===== src/rtl/fifo_arb_pkg.sv =====
// -----------------------------------------------------------------------------
// fifo_arb_pkg
// Shared constants for the FIFO write-side arbiter:
//   - default FIFO word width
//   - FSM state encoding (fixed values, kept as plain constants so the encoding
//     stays stable for legacy tools and waveform decoders)
//   - requester identifiers used by the round-robin last_grant register
//   - helper that identifies states whose write completes a slot
// -----------------------------------------------------------------------------
package fifo_arb_pkg;

   localparam int DEFAULT_DATA_WIDTH = 8;

   // FSM state encoding
   localparam logic [1:0] ST_IDLE        = 2'b00;
   localparam logic [1:0] ST_SEND_RF     = 2'b01;
   localparam logic [1:0] ST_SEND_ALU_LO = 2'b10;
   localparam logic [1:0] ST_SEND_ALU_HI = 2'b11;

   // Requester identifiers
   localparam logic REQ_RF  = 1'b0;
   localparam logic REQ_ALU = 1'b1;

   // True for states whose write empties a slot and therefore re-grants.
   function automatic logic is_last_byte(input logic [1:0] state);
      return (state == ST_SEND_RF) || (state == ST_SEND_ALU_HI);
   endfunction

endpackage


===== src/rtl/fifo_wr_arbiter_if.sv =====
// -----------------------------------------------------------------------------
// fifo_wr_arbiter_if
// Bundles the requester handshakes and the FIFO write port of the arbiter.
//   alu_valid/alu_data/alu_ready : ALU result offer (2*DATA_WIDTH bits)
//   rf_valid/rf_data/rf_ready    : register-file byte offer (DATA_WIDTH bits)
//   wfull                        : FIFO full flag (write domain)
//   winc/wr_data                 : FIFO write strobe and data
//   busy                         : arbiter FSM is not idle
// Modports:
//   slave  - the arbiter side (consumes offers, drives the FIFO port)
//   master - the environment side (requesters and FIFO)
// -----------------------------------------------------------------------------
interface fifo_wr_arbiter_if
   import fifo_arb_pkg::*;
#(
   parameter int DATA_WIDTH = DEFAULT_DATA_WIDTH
);

   logic                      alu_valid;
   logic [2*DATA_WIDTH-1:0]   alu_data;
   logic                      alu_ready;
   logic                      rf_valid;
   logic [DATA_WIDTH-1:0]     rf_data;
   logic                      rf_ready;
   logic                      wfull;
   logic                      winc;
   logic [DATA_WIDTH-1:0]     wr_data;
   logic                      busy;

   modport slave (
      input  alu_valid, alu_data, rf_valid, rf_data, wfull,
      output alu_ready, rf_ready, winc, wr_data, busy
   );

   modport master (
      output alu_valid, alu_data, rf_valid, rf_data, wfull,
      input  alu_ready, rf_ready, winc, wr_data, busy
   );

endinterface


===== src/rtl/fifo_req_slot.sv =====
// -----------------------------------------------------------------------------
// fifo_req_slot
// One-entry holding register with a valid/ready load handshake.
// Ports:
//   clk, rst   : clock, asynchronous active-high reset
//   i_valid    : data offered by the requester
//   i_data     : offered data (WIDTH bits)
//   i_clear    : empty the slot on this edge (last byte written)
//   o_ready    : slot is empty and can accept
//   o_full     : slot holds data
//   o_data     : held data
// Clearing wins over loading; since loading needs the slot empty and clearing
// only happens while it is full, the two never coincide, so a cleared slot is
// only refilled on a later edge.
// -----------------------------------------------------------------------------
module fifo_req_slot #(
   parameter int WIDTH = 8
) (
   input  logic             clk,
   input  logic             rst,
   input  logic             i_valid,
   input  logic [WIDTH-1:0] i_data,
   input  logic             i_clear,
   output logic             o_ready,
   output logic             o_full,
   output logic [WIDTH-1:0] o_data
);

   logic             r_full;
   logic [WIDTH-1:0] r_data;

   always_ff @(posedge clk or posedge rst) begin
      if (rst) begin
         r_full <= 1'b0;
         r_data <= '0;
      end else if (i_clear) begin
         r_full <= 1'b0;
      end else if (i_valid && !r_full) begin
         r_full <= 1'b1;
         r_data <= i_data;
      end
   end

   assign o_ready = !r_full;
   assign o_full  = r_full;
   assign o_data  = r_data;

endmodule


===== src/rtl/fifo_wr_arbiter.sv =====
// -----------------------------------------------------------------------------
// fifo_wr_arbiter
// Write-side controller of the asynchronous FIFO. Shares the single FIFO write
// port between an ALU (2-byte result, low byte first) and the register file
// (1 byte). Each requester has a one-entry slot; the FSM serialises pending
// slots into winc/wr_data, stalls while wfull is high, and breaks ties
// round-robin using last_grant.
// Ports:
//   wclk  : write-domain clock, rising edge
//   wrst  : asynchronous active-high reset
//   bus   : fifo_wr_arbiter_if.slave (handshakes, FIFO port, busy)
// -----------------------------------------------------------------------------
module fifo_wr_arbiter
   import fifo_arb_pkg::*;
#(
   parameter int DATA_WIDTH = DEFAULT_DATA_WIDTH
) (
   input  logic                  wclk,
   input  logic                  wrst,
   fifo_wr_arbiter_if.slave      bus
);

   logic [1:0]              r_state;
   logic [1:0]              w_state_next;
   logic                    r_last_grant;
   logic                    w_last_grant_next;

   logic                    w_rf_ready;
   logic                    w_rf_full;
   logic [DATA_WIDTH-1:0]   w_rf_slot;
   logic                    w_alu_ready;
   logic                    w_alu_full;
   logic [2*DATA_WIDTH-1:0] w_alu_slot;

   logic                    w_winc;
   logic                    w_rf_clear;
   logic                    w_alu_clear;
   logic                    w_rf_cand;
   logic                    w_alu_cand;
   logic                    w_grant_point;
   logic [DATA_WIDTH-1:0]   w_wr_data;

   // ---------------------------------------------------------------------
   // Holding slots
   // ---------------------------------------------------------------------
   fifo_req_slot #(
      .WIDTH   (DATA_WIDTH)
   ) u_rf_slot (
      .clk     (wclk),
      .rst     (wrst),
      .i_valid (bus.rf_valid),
      .i_data  (bus.rf_data),
      .i_clear (w_rf_clear),
      .o_ready (w_rf_ready),
      .o_full  (w_rf_full),
      .o_data  (w_rf_slot)
   );

   fifo_req_slot #(
      .WIDTH   (2*DATA_WIDTH)
   ) u_alu_slot (
      .clk     (wclk),
      .rst     (wrst),
      .i_valid (bus.alu_valid),
      .i_data  (bus.alu_data),
      .i_clear (w_alu_clear),
      .o_ready (w_alu_ready),
      .o_full  (w_alu_full),
      .o_data  (w_alu_slot)
   );

   // ---------------------------------------------------------------------
   // Write strobe and slot clearing
   // ---------------------------------------------------------------------
   // winc follows the state register directly, so an asynchronous reset
   // drops it in the same instant the state returns to IDLE.
   assign w_winc      = (r_state != ST_IDLE) && !bus.wfull;
   assign w_rf_clear  = w_winc && (r_state == ST_SEND_RF);
   assign w_alu_clear = w_winc && (r_state == ST_SEND_ALU_HI);

   // A slot emptied on this edge must not be granted again on the same edge.
   assign w_rf_cand   = w_rf_full  && !w_rf_clear;
   assign w_alu_cand  = w_alu_full && !w_alu_clear;

   // Grants are evaluated from IDLE and on the edge that completes a slot,
   // which keeps back-to-back transfers bubble-free.
   assign w_grant_point = (r_state == ST_IDLE) || (w_winc && is_last_byte(r_state));

   // ---------------------------------------------------------------------
   // FSM next-state and round-robin
   // ---------------------------------------------------------------------
   always_comb begin
      w_state_next      = r_state;
      w_last_grant_next = r_last_grant;
      if (w_grant_point) begin
         // On a tie the requester that was not granted last goes first.
         if (w_rf_cand && (!w_alu_cand || (r_last_grant == REQ_ALU))) begin
            w_state_next      = ST_SEND_RF;
            w_last_grant_next = REQ_RF;
         end else if (w_alu_cand) begin
            w_state_next      = ST_SEND_ALU_LO;
            w_last_grant_next = REQ_ALU;
         end else begin
            w_state_next      = ST_IDLE;
         end
      end else if (w_winc && (r_state == ST_SEND_ALU_LO)) begin
         w_state_next = ST_SEND_ALU_HI;
      end
   end

   always_ff @(posedge wclk or posedge wrst) begin
      if (wrst) begin
         r_state      <= ST_IDLE;
         r_last_grant <= REQ_ALU;
      end else begin
         r_state      <= w_state_next;
         r_last_grant <= w_last_grant_next;
      end
   end

   // ---------------------------------------------------------------------
   // Write data mux (holds while stalled because the state and slots hold)
   // ---------------------------------------------------------------------
   always_comb begin
      w_wr_data = '0;
      case (r_state)
         ST_SEND_RF:     w_wr_data = w_rf_slot;
         ST_SEND_ALU_LO: w_wr_data = w_alu_slot[DATA_WIDTH-1:0];
         ST_SEND_ALU_HI: w_wr_data = w_alu_slot[2*DATA_WIDTH-1:DATA_WIDTH];
         default:        w_wr_data = '0;
      endcase
   end

   // ---------------------------------------------------------------------
   // Outputs
   // ---------------------------------------------------------------------
   assign bus.winc      = w_winc;
   assign bus.wr_data   = w_wr_data;
   assign bus.busy      = (r_state != ST_IDLE);
   assign bus.rf_ready  = w_rf_ready;
   assign bus.alu_ready = w_alu_ready;

endmodule


===== src/flat_wrapper.sv =====
// flat-port wrapper written by rule: the top's interface ports become plain ports
module fifo_wr_arbiter_flat import fifo_arb_pkg::*;
#(
   parameter int DATA_WIDTH = DEFAULT_DATA_WIDTH
)
  (wclk, wrst, bus_alu_valid, bus_alu_data, bus_rf_valid, bus_rf_data, bus_wfull, bus_alu_ready, bus_rf_ready, bus_winc, bus_wr_data, bus_busy);
  fifo_wr_arbiter_if #(.DATA_WIDTH(DATA_WIDTH)) bus_i ();
  input  logic wclk;
  input  logic wrst;
  input wire logic [$bits(bus_i.alu_valid)-1:0] bus_alu_valid;
  input wire logic [$bits(bus_i.alu_data)-1:0] bus_alu_data;
  input wire logic [$bits(bus_i.rf_valid)-1:0] bus_rf_valid;
  input wire logic [$bits(bus_i.rf_data)-1:0] bus_rf_data;
  input wire logic [$bits(bus_i.wfull)-1:0] bus_wfull;
  output wire logic [$bits(bus_i.alu_ready)-1:0] bus_alu_ready;
  output wire logic [$bits(bus_i.rf_ready)-1:0] bus_rf_ready;
  output wire logic [$bits(bus_i.winc)-1:0] bus_winc;
  output wire logic [$bits(bus_i.wr_data)-1:0] bus_wr_data;
  output wire logic [$bits(bus_i.busy)-1:0] bus_busy;
  assign bus_i.alu_valid = bus_alu_valid;
  assign bus_i.alu_data = bus_alu_data;
  assign bus_i.rf_valid = bus_rf_valid;
  assign bus_i.rf_data = bus_rf_data;
  assign bus_i.wfull = bus_wfull;
  assign bus_alu_ready = bus_i.alu_ready;
  assign bus_rf_ready = bus_i.rf_ready;
  assign bus_winc = bus_i.winc;
  assign bus_wr_data = bus_i.wr_data;
  assign bus_busy = bus_i.busy;
  fifo_wr_arbiter #(.DATA_WIDTH(DATA_WIDTH)) u_core (.wclk(wclk), .wrst(wrst), .bus(bus_i));
endmodule

===== config.mk =====
export PLATFORM = sky130hd
export DESIGN_NAME = fifo_wr_arbiter_flat
export DESIGN_NICKNAME = d
export VERILOG_FILES = /design/src/rtl/fifo_arb_pkg.sv /design/src/rtl/fifo_wr_arbiter_if.sv /design/src/rtl/fifo_req_slot.sv /design/src/rtl/fifo_wr_arbiter.sv /design/src/flat_wrapper.sv
export SDC_FILE = /design/constraint.sdc
export NUM_CORES = 1
export LEC_CHECK = 0
export ABC_AREA = 1
export CAP_MARGIN = 5
export CORE_ASPECT_RATIO = 1.5
export CORE_MARGIN = 5
export CORE_UTILIZATION = 47
export CTS_CLUSTER_SIZE = 25
export DETAILED_ROUTE_END_ITERATION = 12
export GPL_TIMING_DRIVEN = 0
export HOLD_SLACK_MARGIN = 0.15
export PLACE_DENSITY = 0.81
export SLEW_MARGIN = 20
export SYNTH_ARGS = -nofsm -noshare
export SYNTH_HDL_FRONTEND = slang
export SYNTH_HIERARCHICAL = 1
export SYNTH_SLANG_ARGS = --single-unit
export TNS_END_PERCENT = 30

===== constraint.sdc =====
create_clock -name wclk -period 1.59 [get_ports wclk]
set_input_delay 0.318 -clock wclk [delete_from_list [all_inputs] [get_ports wclk]]
set_output_delay 0.318 -clock wclk [all_outputs]
set_load 0.01 [all_outputs]

* Word-level counts from Yosys, hierarchy flattened
Cells that the tools add are included.
** Storage, ports and cells
- Output and inout bits :: 12
- Register bits :: 29
- Logic and storage cells :: 50
- Input port bits :: 29
** Cells by class
- Bitwise logic cells :: 2
- Muxes and demuxes :: 11
- Reductions and logical operators :: 28
- Equal/unequal tests :: 3
** Operators by type and width (number)
- case mux 8 bit (3 select lines) :: 1
- logical AND 1 bit :: 10
- nonzero test 2 bit :: 5
- two-way mux 2 bit :: 4
- zero test 1 bit :: 6
- two-way mux 1 bit :: 6
- AND reduction 2 bit :: 3
- equality test 2 bit, second input constant :: 2
- logical OR 1 bit :: 3
- equality test 2 x 1 -> 1 bit, second input constant :: 1
- zero test 2 bit :: 1
- NOT 1 bit :: 2

* Depth between registers and ports, before layout
Gate-level depths: netlist of the first run.
- Depth in word-level cells :: 10
- Depth in mapped cells :: 8

* Hierarchy
The synthesis of the first run kept the hierarchy.
** By module, submodules not included
- fifo_req_slot (u_core.u_alu_slot) :: area an instance 694.4 µm², cells an instance 75, instances 1
- fifo_wr_arbiter :: area an instance 386.6 µm², cells an instance 68, instances 1
- fifo_req_slot (u_core.u_rf_slot) :: area an instance 384.1 µm², cells an instance 40, instances 1

* Least setup slack after synthesis of the first run
OpenSTA, ideal clock, no wires.
- Kind :: reg2reg
- Start point :: reg u_core.r_state[0]
- End point :: reg u_core.u_alu_slot.r_data[10] (netlist: u_core/u_alu_slot/o_data[10])
- Library setup time :: 0.117 ns
- Arrival :: 1.154 ns
- Path buffers :: 2
- Required time :: 1.473 ns
- Stages on the path, launching flop included :: 9
- Slack :: 0.320 ns
- Cells stage by stage :: dfrtp_1 buf_4 nand3_2 inv_1 nor2_4 nand2_4 buf_6 nand2_1 nand2_1
** Between the ends
- Longest elaborated chain between the ends :: 5
- Elaborated cells on any way between the ends :: 6
- Classes of those cells :: eq/ne (1); bitwise (1); reduce/logical (4)
** RTL lines
- start: declaration :: RTL line fifo_wr_arbiter.sv:23 : logic [1:0] r_state;
- start signal: assignment :: RTL line fifo_wr_arbiter.sv:116 : r_state <= w_state_next;
- nonzero test 2 bit :: RTL line fifo_wr_arbiter.sv:77 : assign w_winc = (r_state != ST_IDLE) && !bus.wfull;
- logical AND 1 bit :: RTL line fifo_wr_arbiter.sv:77
- logical AND 1 bit (*) :: RTL line fifo_wr_arbiter.sv:79 : assign w_alu_clear = w_winc && (r_state == ST_SEND_ALU_HI);
- via u_core.w_alu_clear :: RTL line fifo_wr_arbiter.sv:37 : logic w_alu_clear;
- NOT 1 bit (no source line) (*)
- AND reduction 2 bit (no source line) (*)
- end signal: assignment :: RTL line fifo_req_slot.sv:40 : r_data <= i_data;
- end: declaration :: RTL line fifo_req_slot.sv:30 : logic [WIDTH-1:0] r_data;
Mark *: on every way through the listed nets, which the timed path passes. The rest lies on a longest branch.
A chain may end at the register's enable or synchronous reset.

* Worst setup path after layout of the first run
- Start point :: reg u_core.r_state[1]
- End point :: out bus_wr_data[0]
** Between the ends
- Longest elaborated chain between the ends :: 2
- Elaborated cells on any way between the ends :: 4
- Classes of those cells :: eq/ne (3); mux (1)
** RTL lines
- equality test 2 bit / equality test 2 x 1 -> 1 bit (equally long branches) :: RTL line fifo_wr_arbiter.sv:126 : case (r_state)
- case mux 8 bit (3 select lines) (*) :: RTL line fifo_wr_arbiter.sv:126
- end: declaration :: RTL line flat_wrapper.sv:18 : output wire logic [$bits(bus_i.wr_data)-1:0] bus_wr_data;
Every way passes the cells marked *; elsewhere a longest branch is shown, timed or not.

==> results of run 1 <==
==> routing by layer <==
layer | GRT usage, % | up-vias
met5 | 0 | -
met4 | 11.19 | 0
met3 | 5.255 | 9
met2 | 31.64 | 41
met1 | 19.23 | 677
li1 | - | 697
==> metrics by stage <==
step	power (W)	instances
4_1_cts	0.003776	271
5_1_grt	0.004690	276
3_5_place_dp	0.003127	260
2_1_floorplan	0.002412	183
3_3_place_gp	0.003081	260
6_report	0.004405	276
==> synthesized netlist by cell type, drive strengths merged <==
| master | instances |
|---|---|
| nand3 | 36 |
| dfrtp | 28 |
| o21ai | 5 |
| nor3 | 1 |
| inv | 17 |
| and3 | 1 |
| buf | 8 |
| nor2 | 5 |
| nand2 | 72 |
| a21oi | 1 |
| dfstp | 1 |
| nand4 | 8 |
==> flip-flops by register name (all words and copies together), names as in the netlist <==
name and flops:
u_core/u_rf_slot/o_data 8, u_core/u_alu_slot/o_data 16, u_core/u_alu_slot/o_full 1, u_core/r_state 2, u_core/u_rf_slot/o_full 1, u_core/r_last_grant 1
==> cell families after synthesis <==
family | after synthesis | share of synthesized area [%]
AO/OA/AOI/OAI | 6 | 2.562
flip-flops | 29 | 49.62
AND/OR/NAND/NOR | 123 | 39.45
buffers and inverters | 25 | 8.369
==> power breakdown <==
| part | internal [W] | leakage [nW] | switching (W) |
|---|---|---|---|
| combinational | 0.00107 | 0.734 | 0.00130 |
| sequential | 0.00110 | 0.353 | 0.000253 |
| clock | 0.000390 | 0.0542 | 0.000286 |
| total | 0.00256 | 1.14 | 0.00184 |
==> cell type report <==
| type | instances | area (um^2) |
|---|---|---|
| Clock inverter | 1 | 5.005 |
| Timing Repair Buffer | 46 | 442.9 |
| Clock buffer | 7 | 96.34 |
| Inverter | 17 | 96.34 |
| Multi-Input combinational cell | 129 | 715.7 |
| Fill cell | 230 | 737.0 |
| Buffer | 8 | 72.57 |
| Sequential cell | 29 | 728.2 |
| Tap cell | 39 | 48.80 |
==> final timing paths <==
| path | endpoint | slack, ns | start | cells after the start |
|---|---|---|---|---|
| setup / recovery | bus_wr_data[0] | -0.06 | u_core/r_state[1] | 7 |
| hold / removal | u_core/r_state[1] | 0.28 | wrst | 2 |
| setup reg to reg | u_core/u_alu_slot/o_data[10] | 0.04 | u_core/r_state[1] | 9 |
| min in group wclk | u_core/u_rf_slot/o_data[2] | 0.36 | bus_rf_valid | 3 |
| hold reg to reg | u_core/u_alu_slot/o_data[1] | 0.48 | u_core/u_alu_slot/o_data[1] | 2 |
| max in group asynchronous | u_core/u_alu_slot/o_full | 0.64 | wrst | 2 |
==> what timing repair did <==
action	in CTS	in global routing
setup buffers	3	5
setup endpoints to repair	12	20
pin swaps	2	10
resized for setup	54	44
==> critical path, delay by kind of cell, from the launching register on <==
family | cells | cell delay [ns]
buffers and inverters | 4 | 0.43
DFF | 1 | 0.40
and+or+nand+nor | 3 | 0.20
==> metrics.json, run 1 <==
{
  "outcome": {
    "outcome": "complete, but fails checks",
    "failed_checks": "negative setup slack"
  },
  "worst_setup_path": {
    "critical-path-slowest-cell": "sky130_fd_sc_hd__dfrtp_1",
    "critical_path.endpoint_type": "output pin",
    "worst_path_most_repeated_cell": "sky130_fd_sc_hd__buf_6",
    "arrival_time_reported_for_the_critical_path_endpoint_ns": 1.33,
    "worstPathCellList": "buf_6, nand2_4, inv_6, buf_6, nand2_2, nand3_2, buf_6",
    "start_kind": "flop",
    "criticalPathCategory": "flop to output pin",
    "cpPeakStageDelay_ns": 0.40,
    "critPathMaxFanout": 6,
    "crit_required_ns": 1.27
  },
  "power_and_ir_drop": {
    "max-vdd-ir-drop_uv": 1411,
    "power_per_cell_area_mw_per_mm2": 1997,
    "power.leakage_nw": 1.142
  },
  "yosys": {
    "synthesis.nets": 212,
    "synth_largest_type_area_fraction_pct": 47.82,
    "yosys_register_bits": 29,
    "mappedNetlistArea_mm2": 0.001465,
    "yosys_warning_count": 6,
    "cells_after_synthesis": 183,
    "synth_area_per_cell_um2": 8.006,
    "synth_seq_area_share_pct": 49.62,
    "synth.top_cells.by_area": "sky130_fd_sc_hd__dfrtp_1, sky130_fd_sc_hd__nand2_1, sky130_fd_sc_hd__nand3_1",
    "netlist-cell-type-count": 22,
    "synth_top_cell_by_area": "sky130_fd_sc_hd__dfrtp_1"
  },
  "final_layout": {
    "share_of_layout_cells_above_drive_strength_1_pct": 32.49,
    "design_area_mm2": 0.002206,
    "num_antenna_cells": 0,
    "most-common-layout-cells": "sky130_fd_sc_hd__nand2_1, sky130_fd_sc_hd__dfrtp_1, sky130_fd_sc_hd__clkdlybuf4s50_1",
    "final_net_count": 265,
    "core_util_final_pct": 74.96,
    "most_frequent_standard_cell_in_the_layout_excluding_fill_and_tap_cells": "sky130_fd_sc_hd__nand2_1",
    "syn2layout_area_growth_pct": 50.56
  },
  "clocking": {
    "post_cts_hold_buffer_count": 0,
    "cts.root.buffer_cell": "sky130_fd_sc_hd__clkbuf_8",
    "cts.reportedPaths.clkPinSlew_ns": 0.06,
    "clockBufferDepth": 2,
    "cts_buffers": 5,
    "clock_insertion_delay_worst_skew_ns": 0.29,
    "clkSinkCount": 29,
    "cts.htree.levels": 2,
    "cts_tree": "done"
  },
  "place": {
    "hpwl_um": 2606,
    "detailedPlace.worstSlack_ns": -0.2998,
    "placement.io_buffers": 38,
    "placed_area_mm2": 0.001894,
    "routabilityCongestion": 0.8003
  },
  "sta": {
    "worst_slew_margin_rel_pct": 56.91,
    "timing_max_transition_violations_final": 0,
    "setup_total_negative_slack_ns": -0.1899,
    "finalHoldViolCount": 0,
    "setup_ws_ns": -0.06021,
    "setup_viol": 5,
    "finalCriticalPeriod_ns": 1.650,
    "slew_at_the_pin_closest_to_its_max_slew_limit_ns": 0.6457,
    "timing.hold.ws_ns": 0.2842,
    "timing.clock.skew_ns": 0.005375,
    "post-route-period-util_pct": 103.8,
    "fmaxAchievable_ghz": 0.6060,
    "rsz_0062_raised_after_global_routing": "yes"
  },
  "route": {
    "wl_met2_um": 2182,
    "drt_first_iter_violations": 15,
    "wire_per_inst_um": 14.90,
    "wirelength_um": 4112,
    "detail_route.vias_per_cell": 5.159,
    "wirelength_met1_um": 1611,
    "drt_pass1_iterations": 5,
    "routed.top_layer": "met4",
    "drt.antenna.violating_nets": 0,
    "num_vias": 1424,
    "post-route-drc-count": 0,
    "routed-wl-met3_um": 178
  },
  "grt": {
    "groute.usage.overall_pct": 18.21,
    "grt_pass1_wl_um": 6085,
    "antenna_violations_before_repair": 0,
    "grt_max_degree": 18,
    "number_of_global_route_vias_before_repair": 1364,
    "grt_overflow_total": 0
  },
  "die": {
    "io-pin-count": 41,
    "initial_utilization_pct": 49.79,
    "fp-row-count": 24,
    "die-width_um": 55.59,
    "dieHeight_um": 78.38,
    "core_mm2": 0.002943,
    "die-area_mm2": 0.004357
  },
  "flow_run": {
    "timing.max_cap.violations": 0
  },
  "min_path": {
    "hp-class": "input port to asynchronous set/reset pin"
  }
}
No activity file was read; power rests on OpenSTA's default activity.
==> run 2, diff against run 1 <==
--- a/config.mk
+++ b/config.mk
@@ -9,15 +9,14 @@
 export CAP_MARGIN = 5
 export CORE_ASPECT_RATIO = 1.5
 export CORE_MARGIN = 5
-export CORE_UTILIZATION = 47
+export CORE_UTILIZATION = 46
 export CTS_CLUSTER_SIZE = 25
 export DETAILED_ROUTE_END_ITERATION = 12
 export GPL_TIMING_DRIVEN = 0
 export HOLD_SLACK_MARGIN = 0.15
-export PLACE_DENSITY = 0.81
+export PLACE_DENSITY = 0.8
 export SLEW_MARGIN = 20
 export SYNTH_ARGS = -nofsm -noshare
 export SYNTH_HDL_FRONTEND = slang
-export SYNTH_HIERARCHICAL = 1
 export SYNTH_SLANG_ARGS = --single-unit
 export TNS_END_PERCENT = 30
==> run 2 against run 1 <==
- the run still ends with negative setup slack left
- via count fell by 7.9%
- clock skew rose by 0.0084 ns
- synthesized area fell by 6.2%
- non-clock buffer count rose by 1
- sequential cell count did not move
- sequential share of layout area rose by 3.0 points
- sequential power fell by 4%
- synthesized cell count fell by 6.0%
- combinational power fell by 19%
- critical endpoint is now bus_wr_data[6]
- largest cell class unchanged
- highest routed layer unchanged
==> metrics.json, run 2 <==
{
  "sta": {
    "setup_viol": {"value": 8, "change": "+3"},
    "finalCriticalPeriod": {"value": 1.756, "unit": "ns", "change": "+0.1055 ns"},
    "worst_slew_margin_rel": {"value": 60.14, "unit": "%", "change": "+3.2 points"},
    "post-route-period-util": {"value": 110.4, "unit": "%", "change": "+6.6 points"},
    "timing.clock.skew": {"value": 0.01373, "unit": "ns", "change": "+0.008356 ns"},
    "finalHoldViolCount": {"value": 0, "change": "unchanged"},
    "rsz_0062_raised_after_global_routing": "yes",
    "fmaxAchievable": {"value": 0.5696, "unit": "GHz", "change": "-6.0%"},
    "setup_ws": {"value": -0.1657, "unit": "ns", "change": "-0.1055 ns"},
    "timing_max_transition_violations_final": {"value": 0, "change": "unchanged"},
    "setup_total_negative_slack": {"value": -1.017, "unit": "ns", "change": "-0.8271 ns"},
    "slew_at_the_pin_closest_to_its_max_slew_limit": {"value": 0.5970, "unit": "ns", "change": "-0.04868 ns"}
  },
  "place": {
    "detailedPlace.worstSlack": {"value": -0.4736, "unit": "ns", "change": "-0.1738 ns"},
    "placed_cells": {"value": 251, "change": "-3.5%"},
    "hpwl": {"value": 2423, "unit": "um", "change": "-7.0%"},
    "placement.io_buffers": {"value": 40, "change": "+5.3%"},
    "routabilityCongestion": {"value": 0.8750, "change": "+9.3%"}
  },
  "route": {
    "drt_pass1_iterations": {"value": 4, "change": "-1"},
    "drt.antenna.violating_nets": {"value": 0, "change": "unchanged"},
    "post-route-drc-count": {"value": 0, "change": "unchanged"},
    "detail_route.vias_per_cell": {"value": 4.892, "change": "-5.2%"},
    "drt_first_iter_violations": {"value": 35, "change": "+20"},
    "num_vias": {"value": 1311, "change": "-7.9%"},
    "wire_per_inst": {"value": 13.75, "unit": "um", "change": "-7.7%"},
    "wirelength": {"value": 3684, "unit": "um", "change": "-10%"}
  },
  "outcome": {
    "outcome": "complete, but fails checks",
    "failed_checks": "negative setup slack"
  },
  "worst_setup_path": {
    "critical_path.endpoint_type": "output pin",
    "worstPathCellList": "buf_6, nor2_4, buf_6, nand2_1, o211ai_1, buf_2",
    "reg2regPathDepth": {"value": 7, "change": "-2"},
    "worstSetupPathDepth": {"value": 6, "change": "-1"},
    "worst_path_most_repeated_cell": "sky130_fd_sc_hd__buf_6",
    "criticalPathCategory": "flop to output pin",
    "timing.reg2reg.setup_slack": {"value": 0.15, "unit": "ns", "change": "+0.11 ns"},
    "timing.rr.end": "u_core.u_alu_slot.o_data[10]",
    "start_kind": "flop",
    "critical_path.endpoint": "bus_wr_data[6]",
    "cpPeakStageDelay": {"value": 0.41, "unit": "ns", "change": "about the same"},
    "arrival_time_reported_for_the_critical_path_endpoint": {"value": 1.44, "unit": "ns", "change": "+0.11 ns"},
    "crit_required": {"value": 1.27, "unit": "ns", "change": "about the same"},
    "critical_path_buf_inv_count": {"value": 3, "change": "-1"},
    "critPathMaxFanout": {"value": 5, "change": "-1"},
    "startpoint": "u_core.r_state[1]",
    "critical-path-slowest-cell": "sky130_fd_sc_hd__dfrtp_1",
    "r2r_start": "u_core.r_state[0]",
    "kind_of_cell_adding_the_most_delay_to_the_critical_path": "buffers and inverters"
  },
  "final_layout": {
    "final_net_count": {"value": 257, "change": "-3.0%"},
    "core_util_final": {"value": 70.05, "unit": "%", "change": "-4.9 points"},
    "share_of_layout_cells_above_drive_strength_1": {"value": 22.71, "unit": "%", "change": "-9.8 points"},
    "multi_input_comb_area": {"value": 513.0, "unit": "um^2", "change": "-28%"},
    "syn2layout_area_growth_pct": 46.99,
    "num_antenna_cells": {"value": 0, "change": "unchanged"},
    "largest_register_ffs": {"value": 16, "change": "unchanged"},
    "final_cells": {"value": 268, "change": "-2.9%"},
    "layout.area.seq": {"value": 728.2, "unit": "um^2", "change": "unchanged"},
    "most_frequent_standard_cell_in_the_layout_excluding_fill_and_tap_cells": "sky130_fd_sc_hd__nand2_1",
    "most-common-layout-cells": "sky130_fd_sc_hd__nand2_1, sky130_fd_sc_hd__inv_1, sky130_fd_sc_hd__clkdlybuf4s50_1",
    "num-fill-cells": {"value": 230, "change": "unchanged"}
  },
  "die": {
    "die-area": {"value": 0.004202, "unit": "mm^2", "change": "-3.6%"},
    "fp-row-count": {"value": 24, "change": "unchanged"},
    "initial_utilization": {"value": 47.66, "unit": "%", "change": "-2.1 points"},
    "dieHeight": {"value": 76.93, "unit": "um", "change": "-1.8%"},
    "core": {"value": 0.002883, "unit": "mm^2", "change": "-2.0%"},
    "io-pin-count": {"value": 41, "change": "unchanged"},
    "die-width": {"value": 54.62, "unit": "um", "change": "-1.7%"}
  },
  "yosys": {
    "synthesis.nets": {"value": 201, "change": "-5.2%"},
    "postSynth.topFlopCell": "sky130_fd_sc_hd__dfrtp_1",
    "yosys_register_bits": {"value": 29, "change": "unchanged"},
    "synth_largest_type_area_fraction": {"value": 51.00, "unit": "%", "change": "+3.2 points"},
    "synth_edf_count": {"value": 0, "change": "unchanged"},
    "post-synth-top-count-cell": "sky130_fd_sc_hd__nand2_1",
    "mappedNetlistArea": {"value": 0.001374, "unit": "mm^2", "change": "-6.2%"},
    "yosys_warning_count": {"value": 0, "change": "-6"},
    "synth_top_cell_by_area": "sky130_fd_sc_hd__dfrtp_1",
    "yosys-top-cells-count": "sky130_fd_sc_hd__nand2_1, sky130_fd_sc_hd__inv_1, sky130_fd_sc_hd__dfrtp_1",
    "synth.top_cells.by_area": "sky130_fd_sc_hd__dfrtp_1, sky130_fd_sc_hd__nand2_1, sky130_fd_sc_hd__inv_1",
    "synth_seq_area_share": {"value": 52.91, "unit": "%", "change": "+3.3 points"},
    "netlist-cell-type-count": {"value": 16, "change": "-27%"},
    "synth-async-reset-ratio": {"value": 100.0, "unit": "%", "change": "unchanged"},
    "synth_area_per_cell": {"value": 7.987, "unit": "um^2", "change": "-0.24%"},
    "cells_after_synthesis": {"value": 172, "change": "-6.0%"}
  },
  "power_and_ir_drop": {
    "power_per_cell_area": {"value": 2003, "unit": "mW/mm^2", "change": "+0.32%"},
    "power.leakage": {"value": 1.052, "unit": "nW", "change": "-7.9%"},
    "share_seq_of_total_power": {"value": 32.3, "unit": "%", "change": "+1.5 points"},
    "p_sw_share": {"value": 39.59, "unit": "%", "change": "-2.2 points"},
    "combinationalPowerShare": {"value": 47.7, "unit": "%", "change": "-6.2 points"},
    "p_sw": {"value": 0.001602, "unit": "W", "change": "-13%"},
    "intPower": {"value": 0.002444, "unit": "W", "change": "-4.7%"},
    "max-vdd-ir-drop": {"value": 1039, "unit": "uV", "change": "-26%"},
    "p_clk_share": {"value": 20.0, "unit": "%", "change": "+4.6 points"}
  },
  "clocking": {
    "clock_insertion_delay_worst_skew": {"value": 0.29, "unit": "ns", "change": "about the same"},
    "cts.root.buffer_cell": "sky130_fd_sc_hd__clkbuf_8",
    "clockBufferDepth": {"value": 2, "change": "unchanged"},
    "post_cts_hold_buffer_count": {"value": 0, "change": "unchanged"},
    "cts_buffers": {"value": 5, "change": "unchanged"},
    "cts.reportedPaths.clkPinSlew": {"value": 0.08, "unit": "ns", "change": "+0.02 ns"},
    "cts_tree": "done",
    "cts.htree.levels": {"value": 2, "change": "unchanged"},
    "clkSinkCount": {"value": 29, "change": "unchanged"}
  },
  "grt": {
    "grt_max_degree": {"value": 30, "change": "+12"},
    "antenna_violations_before_repair": {"value": 0, "change": "unchanged"},
    "number_of_global_route_vias_before_repair": {"value": 1320, "change": "-3.2%"},
    "grt_pass1_wl": {"value": 5747, "unit": "um", "change": "-5.6%"},
    "grt_overflow_total": {"value": 0, "change": "unchanged"},
    "groute.usage.overall": {"value": 18.47, "unit": "%", "change": "+0.26 points"}
  },
  "min_path": {
    "hp-class": "input port to asynchronous set/reset pin"
  },
  "flow_run": {
    "timing.max_cap.violations": {"value": 0, "change": "unchanged"}
  }
}
run 2: cell count changes after synthesis, moves of 7 or more:
cell,before,now
sky130_fd_sc_hd__inv_1,11,34
sky130_fd_sc_hd__nand3_1,32,13
sky130_fd_sc_hd__o21ai_0,2,10
sky130_fd_sc_hd__a21oi_1,0,7
sky130_fd_sc_hd__nand4_1,8,0
sky130_fd_sc_hd__o21ai_1,2,9
sky130_fd_sc_hd__nand2_1,69,44
run 2: stage by stage:
stage,instance area [um^2],hold slack [ns],total power (W)
3_5_place_dp,1823,0.4736,0.003014
2_1_floorplan,1374,0.3954,0.002255
5_1_grt,2019,0.5026,0.004297
4_1_cts,1983,0.4889,0.003869
6_report,2019,0.4079,0.004046
3_3_place_gp,1823,0.4674,0.002952
run 2: cell families (layout without fill, tap and decap cells):
logic type | count (synthesis) | count (layout) | synth area share [%]
compound gates | 32 | 32 | 12.84
flops | 29 | 29 | 52.91
simple gates | 70 | 70 | 22.31
buf+inv | 41 | 98 | 11.93
run 2: per-layer routing:
metal	GRT usage, %	wire [um]	vias up
met2	32.46	1979	44
met4	7.232	129	0
met1	20.55	1369	610
met3	3.488	205	12
li1	-	-	645
met5	0	0	-
run 2: repair_timing:
item	CTS	global route
pin swaps	1	1
endpoints found under the setup margin	12	10
cloned	1	0
buffers inserted	6	2
resized for setup	55	5
run 2: power groups by stage:
stage	clock network, W	logic (W)	registers [W]
final	0.000810	0.00193	0.00131
after global routing	0.000851	0.00210	0.00134
after CTS	0.000801	0.00178	0.00129
after detailed placement	0	0.00170	0.00131
after global placement	0	0.00165	0.00130
after floorplan	0	0.000997	0.00126
run 2: worst register-to-register path: stages, from the launching register on:
cell,delay [ns]
sky130_fd_sc_hd__dfrtp_2,0.42
sky130_fd_sc_hd__buf_4,0.16
sky130_fd_sc_hd__buf_4,0.14
sky130_fd_sc_hd__nand3_2,0.10
sky130_fd_sc_hd__nand3_2,0.13
sky130_fd_sc_hd__buf_2,0.21
sky130_fd_sc_hd__nand2_1,0.08
sky130_fd_sc_hd__o21ai_0,0.08
run 2: final cells by class:
| class | count | share of cell area, % |
|---|---|---|
| plain buffers | 6 | 2.230 |
| clock buffers | 6 | 4.089 |
| clock inverters | 2 | 1.859 |
| inverters | 35 | 6.506 |
| multi-input cells | 102 | 25.40 |
| flip-flops and latches | 29 | 36.06 |
| well taps | 39 | 2.416 |
| repair buffers | 49 | 21.44 |
run 2: worst min path at each step:
| stage | cells past startpoint | endpoint | slack (ns) |
|---|---|---|---|
| global placement | 2 | u_core.u_alu_slot.o_data[10] | 0.47 |
| global route | 2 | u_core.u_alu_slot.o_data[8] | 0.50 |
| detailed placement | 2 | u_core.u_alu_slot.o_data[15] | 0.47 |
| floorplan | 1 | u_core.r_state[0] | 0.40 |
| CTS | 2 | u_core.u_alu_slot.o_data[15] | 0.49 |
| finish | 2 | u_core.r_state[1] | 0.41 |
==> run 3, diff against run 2 <==
--- a/config.mk
+++ b/config.mk
@@ -9,12 +9,13 @@
 export CAP_MARGIN = 5
 export CORE_ASPECT_RATIO = 1.5
 export CORE_MARGIN = 5
-export CORE_UTILIZATION = 46
+export CORE_UTILIZATION = 47
 export CTS_CLUSTER_SIZE = 25
 export DETAILED_ROUTE_END_ITERATION = 12
+export DONT_BUFFER_PORTS = 1
 export GPL_TIMING_DRIVEN = 0
 export HOLD_SLACK_MARGIN = 0.15
-export PLACE_DENSITY = 0.8
+export PLACE_DENSITY = 0.64
 export SLEW_MARGIN = 20
 export SYNTH_ARGS = -nofsm -noshare
 export SYNTH_HDL_FRONTEND = slang
==> constraint.sdc (replaced) <==
create_clock -name wclk -period 1.59 [get_ports wclk]
set_input_delay 0.159 -clock wclk [delete_from_list [all_inputs] [get_ports wclk]]
set_output_delay 0.159 -clock wclk [all_outputs]
set_load 0.01 [all_outputs]
==> run 3 against run 2 <==
- the run now ends clean
- first-iteration DRC count down 29%
- worst hold slack worse by 0.23 ns
- critical path depth down 2
==> metrics.json, run 3 (same netlist as run 2, synthesis figures left out) <==
{
  "outcome": {
    "outcome": "finished clean"
  },
  "worst_setup_path": {
    "worstSetupPathDepth": {"value": 4, "change": "-2"},
    "worstPathCellList": "inv_2, buf_6, nand2_1, o211ai_1",
    "timing.rr.end": "u_core.u_alu_slot.o_data[1]",
    "critical_path.endpoint": "bus_wr_data[0]",
    "critical_path.endpoint_type": "output pin",
    "criticalPathCategory": "flop to output pin",
    "startpoint": "u_core.r_state[0]",
    "critical-path-slowest-cell": "sky130_fd_sc_hd__dfrtp_2",
    "start_kind": "flop",
    "reg2regPathDepth": {"value": 5, "change": "-2"},
    "crit_required": {"value": 1.43, "unit": "ns", "change": "+0.16 ns"},
    "timing.reg2reg.setup_slack": {"value": 0.30, "unit": "ns", "change": "+0.15 ns"},
    "arrival_time_reported_for_the_critical_path_endpoint": {"value": 1.32, "unit": "ns", "change": "-0.12 ns"},
    "r2r_start": "u_core.r_state[1]",
    "critPathMaxFanout": {"value": 10, "change": "+5"},
    "critical_path_buf_inv_count": {"value": 2, "change": "-1"},
    "kind_of_cell_adding_the_most_delay_to_the_critical_path": "flip-flops",
    "cpPeakStageDelay": {"value": 0.45, "unit": "ns", "change": "+0.04 ns"}
  },
  "place": {
    "placement.io_buffers": {"value": 0, "change": "-100%"},
    "detailedPlace.worstSlack": {"value": 0.2109, "unit": "ns", "change": "+0.6845 ns"},
    "routabilityCongestion": {"value": 0.7922, "change": "-9.5%"},
    "hpwl": {"value": 2308, "unit": "um", "change": "-4.8%"}
  },
  "sta": {
    "worst_slew_margin_rel": {"value": 60.18, "unit": "%", "change": "about the same"},
    "timing.hold.ws": {"value": 0.1742, "unit": "ns", "change": "-0.2337 ns"},
    "finalCriticalPeriod": {"value": 1.477, "unit": "ns", "change": "-0.2788 ns"},
    "setup_viol": {"value": 0, "change": "-8"},
    "finalHoldViolCount": {"value": 0, "change": "unchanged"},
    "post-route-period-util": {"value": 92.89, "unit": "%", "change": "-18 points"},
    "timing_max_transition_violations_final": {"value": 0, "change": "unchanged"},
    "rsz_0062_raised_after_global_routing": "no",
    "slew_at_the_pin_closest_to_its_max_slew_limit": {"value": 0.5965, "unit": "ns", "change": "-0.0005587 ns"},
    "setup_ws": {"value": 0.1131, "unit": "ns", "change": "+0.2788 ns"},
    "setup_total_negative_slack": {"value": 0, "unit": "ns", "change": "+1.017 ns"},
    "fmaxAchievable": {"value": 0.6771, "unit": "GHz", "change": "+19%"},
    "timing.clock.skew": {"value": 0.004403, "unit": "ns", "change": "-0.009328 ns"}
  },
  "route": {
    "post-route-drc-count": {"value": 0, "change": "unchanged"},
    "wire_per_inst": {"value": 12.93, "unit": "um", "change": "-5.9%"},
    "drt.antenna.violating_nets": {"value": 0, "change": "unchanged"},
    "drt_pass1_iterations": {"value": 4, "change": "unchanged"},
    "drt_first_iter_violations": {"value": 25, "change": "-29%"},
    "num_vias": {"value": 1175, "change": "-10%"},
    "detail_route.vias_per_cell": {"value": 4.776, "change": "-2.4%"},
    "wirelength": {"value": 3182, "unit": "um", "change": "-14%"}
  },
  "clocking": {
    "cts.reportedPaths.clkPinSlew": {"value": 0.06, "unit": "ns", "change": "-0.02 ns"},
    "clockBufferDepth": {"value": 2, "change": "unchanged"},
    "clkSinkCount": {"value": 29, "change": "unchanged"},
    "cts_tree": "done",
    "cts.root.buffer_cell": "sky130_fd_sc_hd__clkbuf_8",
    "clock_insertion_delay_worst_skew": {"value": 0.27, "unit": "ns", "change": "-0.02 ns"},
    "cts.htree.levels": {"value": 2, "change": "unchanged"},
    "cts_buffers": {"value": 5, "change": "unchanged"}
  },
  "flow_run": {
    "timing.max_cap.violations": {"value": 0, "change": "unchanged"}
  },
  "grt": {
    "grt_max_degree": {"value": 30, "change": "unchanged"},
    "grt_pass1_wl": {"value": 5492, "unit": "um", "change": "-4.4%"},
    "grt_overflow_total": {"value": 0, "change": "unchanged"},
    "groute.usage.overall": {"value": 17.91, "unit": "%", "change": "-0.56 points"},
    "number_of_global_route_vias_before_repair": {"value": 1216, "change": "-7.9%"},
    "antenna_violations_before_repair": {"value": 0, "change": "unchanged"}
  },
  "final_layout": {
    "most-common-layout-cells": "sky130_fd_sc_hd__nand2_1, sky130_fd_sc_hd__inv_1, sky130_fd_sc_hd__dfrtp_1",
    "most_frequent_standard_cell_in_the_layout_excluding_fill_and_tap_cells": "sky130_fd_sc_hd__nand2_1",
    "largest_register_ffs": {"value": 16, "change": "unchanged"},
    "share_of_layout_cells_above_drive_strength_1": {"value": 12.56, "unit": "%", "change": "-10 points"},
    "syn2layout_area_growth_pct": 33.06,
    "num-fill-cells": {"value": 268, "change": "+17%"},
    "final_net_count": {"value": 235, "change": "-8.6%"},
    "num_antenna_cells": {"value": 0, "change": "unchanged"}
  },
  "power_and_ir_drop": {
    "power.leakage": {"value": 0.9418, "unit": "nW", "change": "-10%"},
    "max-vdd-ir-drop": {"value": 1124, "unit": "uV", "change": "+8.2%"},
    "total_power": {"value": 0.003451, "unit": "W", "change": "-15%"},
    "power_per_cell_area": {"value": 1888, "unit": "mW/mm^2", "change": "-5.8%"}
  },
  "die": {
    "core": {"value": 0.002853, "unit": "mm^2", "change": "-1.0%"},
    "die-width": {"value": 54.15, "unit": "um", "change": "-0.87%"},
    "die-area": {"value": 0.004127, "unit": "mm^2", "change": "-1.8%"},
    "dieHeight": {"value": 76.22, "unit": "um", "change": "-0.93%"},
    "fp-row-count": {"value": 24, "change": "unchanged"},
    "io-pin-count": {"value": 41, "change": "unchanged"},
    "initial_utilization": {"value": 48.16, "unit": "%", "change": "+0.50 points"}
  },
  "min_path": {
    "hp-class": "input port to flop"
  }
}
run 3: cell types whose count changed in the layout (fill, tap and decap cells not counted), sizes merged:
cell           change
buf               -17
clkbuf             -1
clkdlybuf4s50     -28
dlygate4sd2        -2
dlygate4sd3       +26
run 3: worst min-delay path by stage:
stage                          from                     endpoint  slack, ns  cells past startpoint
floorplan                      wrst            u_core.r_state[0]       0.24                      1
global placement    bus_alu_data[2]  u_core.u_alu_slot.o_data[2]       0.30                      2
detailed placement   bus_rf_data[3]   u_core.u_rf_slot.o_data[3]       0.31                      2
CTS                    bus_rf_valid   u_core.u_rf_slot.o_data[6]       0.17                      3
global route           bus_rf_valid   u_core.u_rf_slot.o_data[6]       0.17                      3
finish                 bus_rf_valid   u_core.u_rf_slot.o_data[6]       0.17                      3
run 3: report_power, final:
group          internal (W)  switching (W)  total (W)  leakage (nW)
clock              0.000509       0.000279   0.000788        0.0574
combinational      0.000480       0.000878    0.00136         0.539
sequential          0.00110       0.000200    0.00130         0.345
run 3: layer usage:
metal  track usage [%]  share of wire (%)  up-vias
met5                 0                  0        -
met4             5.985                1.4        0
met3             6.262                6.5        4
met2             29.86                 53       33
met1             20.38                 39      537
li1                  -                  -      601
run 3: timing repair:
item                       4_1_cts  5_1_grt
gates resized for setup          3        3
setup buffers                    1        0
setup endpoints to repair        8        6
cloned                           0        0
hold endpoints to repair        55        0
pin swaps                        1        1
hold buffers                    26        0
run 3: cell type report:
type	count	area, um^2	area share [%]
sequential	29	728.2	39.84
clock buffer	6	82.58	4.517
clock inverter	2	37.54	2.053
tap	39	48.80	2.669
timing repair buffer	27	267.8	14.65
inverter	35	131.4	7.187
buffer	6	41.29	2.259
multi-input combinational	102	490.5	26.83
run 3: through the flow:
| stage | cells | utilization [%] | cell area, um^2 |
|---|---|---|---|
| after floorplan | 172 | - | 1374 |
| after global placement | 211 | 49.87 | 1423 |
| after detailed placement | 211 | 49.87 | 1423 |
| after CTS | 246 | 63.82 | 1821 |
| after global routing | 246 | 64.08 | 1828 |
| final | 246 | 64.08 | 1828 |
run 3: worst register-to-register path, stage by stage, from the launching register on:
cell and delay [ns]:
sky130_fd_sc_hd__dfrtp_1 0.37, sky130_fd_sc_hd__buf_4 0.15, sky130_fd_sc_hd__nand3_2 0.12, sky130_fd_sc_hd__nand3_2 0.14, sky130_fd_sc_hd__buf_2 0.22, sky130_fd_sc_hd__o21ai_0 0.19
